### src/rtl/parity_uart_tx_ctrl.sv
// Frame sequencer for the 9-bit parity path: accepts a byte, forms even/odd
// parity and serialises start, 8 data bits (LSB first), parity and stop bits.
module parity_uart_tx_ctrl #(
    parameter int unsigned CLKS_PER_BIT = 4,
    parameter int unsigned STOP_BITS    = 1
) (
    input  logic       clk,
    input  logic       rst_n,
    input  logic [7:0] tx_data_i,
    input  logic       tx_valid_i,
    input  logic       odd_sel_i,
    output logic       tx_ready_o,
    output logic       tx_line_o,
    output logic       busy_o,
    output logic       parity_bit_o,
    output logic       frame_done_o
);

    localparam int unsigned CntW = (CLKS_PER_BIT > 1) ? $clog2(CLKS_PER_BIT) : 1;

    typedef enum logic [2:0] {
        StIdle,
        StStart,
        StData,
        StParity,
        StStop
    } state_e;

    state_e          state_q, state_d;
    logic [CntW-1:0] clk_cnt_q, clk_cnt_d;
    logic [2:0]      bit_cnt_q, bit_cnt_d;
    logic [7:0]      shift_q, shift_d;
    logic            parity_q, parity_d;
    logic            tx_line_q, tx_line_d;
    logic            bit_wrap;
    logic            done;

    assign bit_wrap = (clk_cnt_q == CntW'(CLKS_PER_BIT - 1));

    // Next-state logic: bit timing, data shifting and parity capture.
    always_comb begin
        state_d   = state_q;
        clk_cnt_d = clk_cnt_q;
        bit_cnt_d = bit_cnt_q;
        shift_d   = shift_q;
        parity_d  = parity_q;
        done      = 1'b0;

        unique case (state_q)
            StIdle: begin
                clk_cnt_d = '0;
                bit_cnt_d = '0;
                if (tx_valid_i) begin
                    shift_d  = tx_data_i;
                    // Even mode makes the 9-bit ones count even, odd mode makes it odd.
                    parity_d = (^tx_data_i) ^ odd_sel_i;
                    state_d  = StStart;
                end
            end
            StStart: begin
                if (bit_wrap) begin
                    clk_cnt_d = '0;
                    state_d   = StData;
                end else begin
                    clk_cnt_d = clk_cnt_q + CntW'(1);
                end
            end
            StData: begin
                if (bit_wrap) begin
                    clk_cnt_d = '0;
                    shift_d   = {1'b0, shift_q[7:1]};
                    if (bit_cnt_q == 3'd7) begin
                        bit_cnt_d = '0;
                        state_d   = StParity;
                    end else begin
                        bit_cnt_d = bit_cnt_q + 3'd1;
                    end
                end else begin
                    clk_cnt_d = clk_cnt_q + CntW'(1);
                end
            end
            StParity: begin
                if (bit_wrap) begin
                    clk_cnt_d = '0;
                    bit_cnt_d = '0;
                    state_d   = StStop;
                end else begin
                    clk_cnt_d = clk_cnt_q + CntW'(1);
                end
            end
            StStop: begin
                if (bit_wrap) begin
                    clk_cnt_d = '0;
                    if (bit_cnt_q == 3'(STOP_BITS - 1)) begin
                        done      = 1'b1;
                        bit_cnt_d = '0;
                        state_d   = StIdle;
                    end else begin
                        bit_cnt_d = bit_cnt_q + 3'd1;
                    end
                end else begin
                    clk_cnt_d = clk_cnt_q + CntW'(1);
                end
            end
            default: begin
                state_d = StIdle;
            end
        endcase
    end

    // Line level is derived from the next state so the pin is registered
    // and the start bit appears in the cycle right after the accept edge.
    always_comb begin
        tx_line_d = 1'b1;
        unique case (state_d)
            StIdle:   tx_line_d = 1'b1;
            StStart:  tx_line_d = 1'b0;
            StData:   tx_line_d = shift_d[0];
            StParity: tx_line_d = parity_d;
            StStop:   tx_line_d = 1'b1;
            default:  tx_line_d = 1'b1;
        endcase
    end

    // State, counters, shift register, parity and line registers.
    always_ff @(posedge clk or negedge rst_n) begin
        if (!rst_n) begin
            state_q   <= StIdle;
            clk_cnt_q <= '0;
            bit_cnt_q <= '0;
            shift_q   <= '0;
            parity_q  <= 1'b0;
            tx_line_q <= 1'b1;
        end else begin
            state_q   <= state_d;
            clk_cnt_q <= clk_cnt_d;
            bit_cnt_q <= bit_cnt_d;
            shift_q   <= shift_d;
            parity_q  <= parity_d;
            tx_line_q <= tx_line_d;
        end
    end

    assign tx_ready_o   = (state_q == StIdle);
    assign busy_o       = (state_q != StIdle);
    assign tx_line_o    = tx_line_q;
    assign parity_bit_o = parity_q;
    assign frame_done_o = done;

endmodule

### config.mk
export PLATFORM = sky130hd
export DESIGN_NAME = parity_uart_tx_ctrl
export DESIGN_NICKNAME = d
export VERILOG_FILES = /design/src/rtl/parity_uart_tx_ctrl.sv
export SDC_FILE = /design/constraint.sdc
export NUM_CORES = 1
export LEC_CHECK = 0
export CORE_AREA = 2 2 54 51
export CTS_BUF_LIST = sky130_fd_sc_hd__clkbuf_16
export CTS_CLUSTER_DIAMETER = 40
export DETAILED_ROUTE_END_ITERATION = 7
export DIE_AREA = 0 0 56 53
export PLACE_DENSITY = 0.71
export SLEW_MARGIN = 20
export SYNTH_ARGS = -nofsm -noshare
export SYNTH_HDL_FRONTEND = slang
export SYNTH_SLANG_ARGS = --single-unit
### constraint.sdc
create_clock -name clk -period 1.6 [get_ports clk]
set_clock_uncertainty 0.1 [all_clocks]
set_input_delay 0.24 -clock clk [delete_from_list [all_inputs] [get_ports clk]]
set_output_delay 0.24 -clock clk [all_outputs]
set_load 0.01 [all_outputs]
# Word level (Yosys, flattened, before mapping)
# Index checks and enable logic that the tools add are counted.
# classes
reduce_logical,10
n_eq_ne,13
mux,25
n_bitwise,1
add_sub_neg,2
# ops
operator,count
two-way mux 3 bit,12
two-way mux 8 bit,2
one-hot mux 8 bit (2 select lines),1
one-hot mux 3 bit (5 select lines),1
"equality test 3 x 2 -> 1 bit, second input constant",4
one-hot mux 3 bit (4 select lines),1
"inequality test 2 bit, second input constant",4
XOR reduction 8 bit,1
"equality test 3 x 1 -> 1 bit, second input constant",2
"equality test 3 bit, second input constant",2
zero test 3 bit,2
two-way mux 1 bit,5
one-hot mux 2 bit (2 select lines),1
AND reduction 4 bit,1
nonzero test 2 bit,2
nonzero test 4 bit,1
OR reduction 4 bit,1
"adder 3 x 1 -> 3 bit, second input constant",1
one-hot mux 1 bit (3 select lines),1
AND reduction 3 bit,1
nonzero test 3 bit,1
"adder 2 x 1 -> 2 bit, second input constant",1
"equality test 2 bit, second input constant",1
two-way mux 2 bit,1
XOR 1 bit,1
# word_totals
input_bits,12
out_inout_bits,5
ff_bits,18
wordCells,58

# Depth between registers and ports, before layout
# depth
depth_word,6
depth_mapped,7
mapped_depth_nobuf,6

# Least setup slack after synthesis
# Ideal clock, no wire load.
# synth_timing
kind,register to register
startpoint,register clk_cnt_q[0]
endpoint,"register tx_line_q, in the netlist tx_line_o"
synth_period_minus_slack_ns,1.771
stages_incl_launch_ff,8
path_buffers,2
setup_slack_ns,-0.171
t_required_ns,1.418
arrival_time_ns,1.589
setup_time_ns,0.082
cell_sequence,dfrtp_1 ha_1 buf_2 nor4bb_1 clkbuf_2 a22o_1 a21o_1 o31a_1
# synth_via
elab_cells_between_ends,12
classes_between,4 x eq/ne; 8 x mux
# synth_rtl
item,line,rtl
start: declaration,30,"logic [CntW-1:0] clk_cnt_q, clk_cnt_d;"
start signal: assignment,136,clk_cnt_q <= clk_cnt_d;
equality test 2 bit,38,assign bit_wrap = (clk_cnt_q == CntW'(CLKS_PER_BIT - 1));
two-way mux 8 bit,69,if (bit_wrap) begin
one-hot mux 8 bit (2 select lines),49,unique case (state_q)
via shift_d[0],32,"logic [7:0] shift_q, shift_d;"
one-hot mux 1 bit (3 select lines),115,unique case (state_d)
via tx_line_d,34,"logic tx_line_q, tx_line_d;"
end signal: assignment,140,tx_line_q <= tx_line_d;
end: declaration,34,
# The timed path passes the listed nets, and every way through them passes these cells. The select of a mux whose other input is x is not followed.
# A chain may end at the register's enable or synchronous reset.

# Final worst setup path
# layout_timing
startpoint,register bit_cnt_q[0]
endpoint,output port frame_done_o
# layout_via
elab_chain_len,4
# layout_rtl
item,line,rtl
start: declaration,31,"logic [2:0] bit_cnt_q, bit_cnt_d;"
start signal: assignment,137,bit_cnt_q <= bit_cnt_d;
zero test 3 bit,94,if (bit_cnt_q == 3'(STOP_BITS - 1)) begin
two-way mux 1 bit,94,
two-way mux 1 bit,92,if (bit_wrap) begin
two-way mux 1 bit,49,
end: declaration,16,output logic frame_done_o
# Every way passes these cells.

==> reports/qor.yml <==
status: "finished, violations left"
failed_checks: "negative setup slack"
antenna_found_initial: 0
peakVddDrop_mv: 1.20
async_flop_share_pct: 100
crit_path_end_kind: "output pin"
area_delta_synth_final_pct: 58.4
leakage_nw: 0.802
path_class: "reg -> out"
crit_required_ns: 1.26
setup.worst_path.start: "bit_cnt_q[0]$_DFFE_PN0P_"
layout_common_cells: "29 x buf_4, 20 x nand2_1, 17 x dfrtp_1"
die_h_um: 53
ctsHoldBuffers: 0
dpl_cell_area_um2: 1430
cts_buffers: 3
stdcell_count: 184
r2r_end: "tx_line_o$_DFF_PN1_"
cts_tree: "built"
synth-edff-count: 0
syn_inst: 109
die_w_um: 56
via_per_inst: 5.40
drc: 0
grt_max_degree: 19
ctsRootBufferMaster: "clkbuf_16"
ys_seq_area_share_pct: 42.3
ctsLongestPathBuffers: 2
crit_arrival_ns: 1.33
worst_slack_ns: -0.0694
maxCapViolCount: 0
grt_use_total_pct: 18.2
dp.cells: 173
layout.nets: 173
drtAntennaViolNets: 0
worstSkewPairLatency_ns: 0.24
diodes: 0
grt_setup_unrepaired: "true"
first_global_vias: 893
synth_cell_types: 39
finalPower_w: 0.00286
reg2reg_slack_ns: -0.04
syn_area_per_cell_um2: 9.79
start_util_pct: 44.8
timing.final.crit_share_pct: 104
wl_per_cell_um: 15.3
core_area_um2: 2380
critPathMaxStageDelay_ns: 0.39
path_cells: "inv_2 > ha_4 > nor2b_4 > nand2_2 > nor2_1 > buf_2"
tightest_slew_ns: 0.345
drv_slew: 0
reg2reg_from: "state_q[1]$_DFF_PN0_"
die-area_um2: 2970
overflow: 0
startpoint_type: "flip-flop"
path_delay_family: "flip-flops"
wirelength_mm: 2.82
clk_pin_slew_ns: 0.05
final_common_cell: "buf_4"
dp_hpwl_mm: 1.66
cts_max_level: 1
dr.first_iter.drc_count: 40
clock_sinks: 18
pin_count: 17
slowest_stage: "dfrtp_1"
fmax_mhz: 599
cp.buffers_inverters: 2
synth-main-ff-cell: "dfrtp_1"
io_buffers: 16
yosysWarnings: 0
syn_area_um2: 1070
ys_ff_latch: 18
p_per_area_nw_per_um2: 1690
vias: 993
setup_viol: 3
rows: 17
synth_nets: 125
drive_gt1_share_pct: 39.7
gp_congestion: 0.808
hp-class: "in -> async"
crit_fanout: 2
first_pass_iters: 4
grt_pass1_wl_mm: 4.06
finalInstanceArea_um2: 1690
hold_violations: 0
relSlewSlack_pct: 77.0
rr_worst_depth: 6
n_fill_cell: 158
timing.final.crit_period_ns: 1.67
## Yosys cell counts, types with 3 or more instances
cell type,n,area [um2]
a22oi_1,6,45.0
nand2_1,21,78.8
ha_1,4,50.1
mux2i_1,3,30.0
nor2_1,7,26.3
xnor2_1,5,43.8
dfrtp_1,17,425
inv_1,5,18.8
## logic make-up after synthesis
| family | count (synthesis) | share of synthesized area (%) |
|---|---|---|
| mux | 5 | 4.92 |
| compound gates | 21 | 14.9 |
| fa+ha+maj | 4 | 4.69 |
| buf+inv | 11 | 4.92 |
| xor+xnor | 8 | 7.85 |
| simple gates | 42 | 20.4 |
| flops | 18 | 42.3 |
## worst max path at each step
stage,slack [ns],to,cells after the start
4_1_cts,-0.05,tx_line_o$_DFF_PN1_,5
6_report,-0.07,frame_done_o,6
5_1_grt,-0.12,frame_done_o,6
3_3_place_gp,-0.27,parity_bit_o$_DFF_PN0_,5
3_5_place_dp,-0.31,frame_done_o,6
2_1_floorplan,-0.07,tx_line_o$_DFF_PN1_,7
## per-stage QoR
stage,utilization (%),hold WS (ns),TNS (ns),worst slack (ns)
final,71.0,0.220,-0.120,-0.0694
after detailed placement,59.9,0.355,-1.26,-0.313
after global routing,71.0,0.244,-0.452,-0.119
after floorplan,-,-0.156,-0.0759,-0.0730
after global placement,59.9,0.351,-0.969,-0.266
after CTS,66.0,0.230,-0.132,-0.0470
## flip-flops by register name, indices dropped and copies added, names as in the netlist
register	flops
bit_cnt_q	3
clk_cnt_q	2
parity_bit_o	1
shift_q	8
state_q	3
tx_line_o	1
## worst register-to-register path: cells and delay by family, from the launching register on
kind | cells | cell delay [ns]
compound gates | 2 | 0.41
buf+inv | 2 | 0.32
flops | 1 | 0.41
simple gates | 2 | 0.33
## layer usage
layer  track usage [%]  vias to the layer above  wire length (um)
met4              5.56                        0                36
li1                  -                      478                 -
met1              22.0                      497              1230
met2              32.2                       14              1450
met3              4.89                        4               103
met5                 0                        -                 0
## repair_timing
action | CTS | global route
setup endpoints to repair | 10 | 15
buffers inserted | 4 | 4
pin swaps | 9 | 7
cloned | 0 | 0
resized for setup | 27 | 18
## where the power goes
part,switching [W],total [W],internal [W]
clock network,0.000158,0.000489,0.000332
logic,0.000729,0.00159,0.000860
registers,0.000127,0.000782,0.000654
total,0.00101,0.00286,0.00185
## area by class of cell
| cell class | count | area (um2) | share of cell area (%) |
|---|---|---|---|
| multi-input combinational | 80 | 699 | 41.4 |
| inverter | 5 | 18.8 | 1.11 |
| sequential | 18 | 452 | 26.7 |
| clock inverter | 1 | 3.75 | 0.222 |
| timing repair buffer | 49 | 407 | 24.1 |
| tap | 28 | 35.0 | 2.07 |
| clock buffer | 3 | 75.1 | 4.44 |
Power figures use the tool's default switching activity.
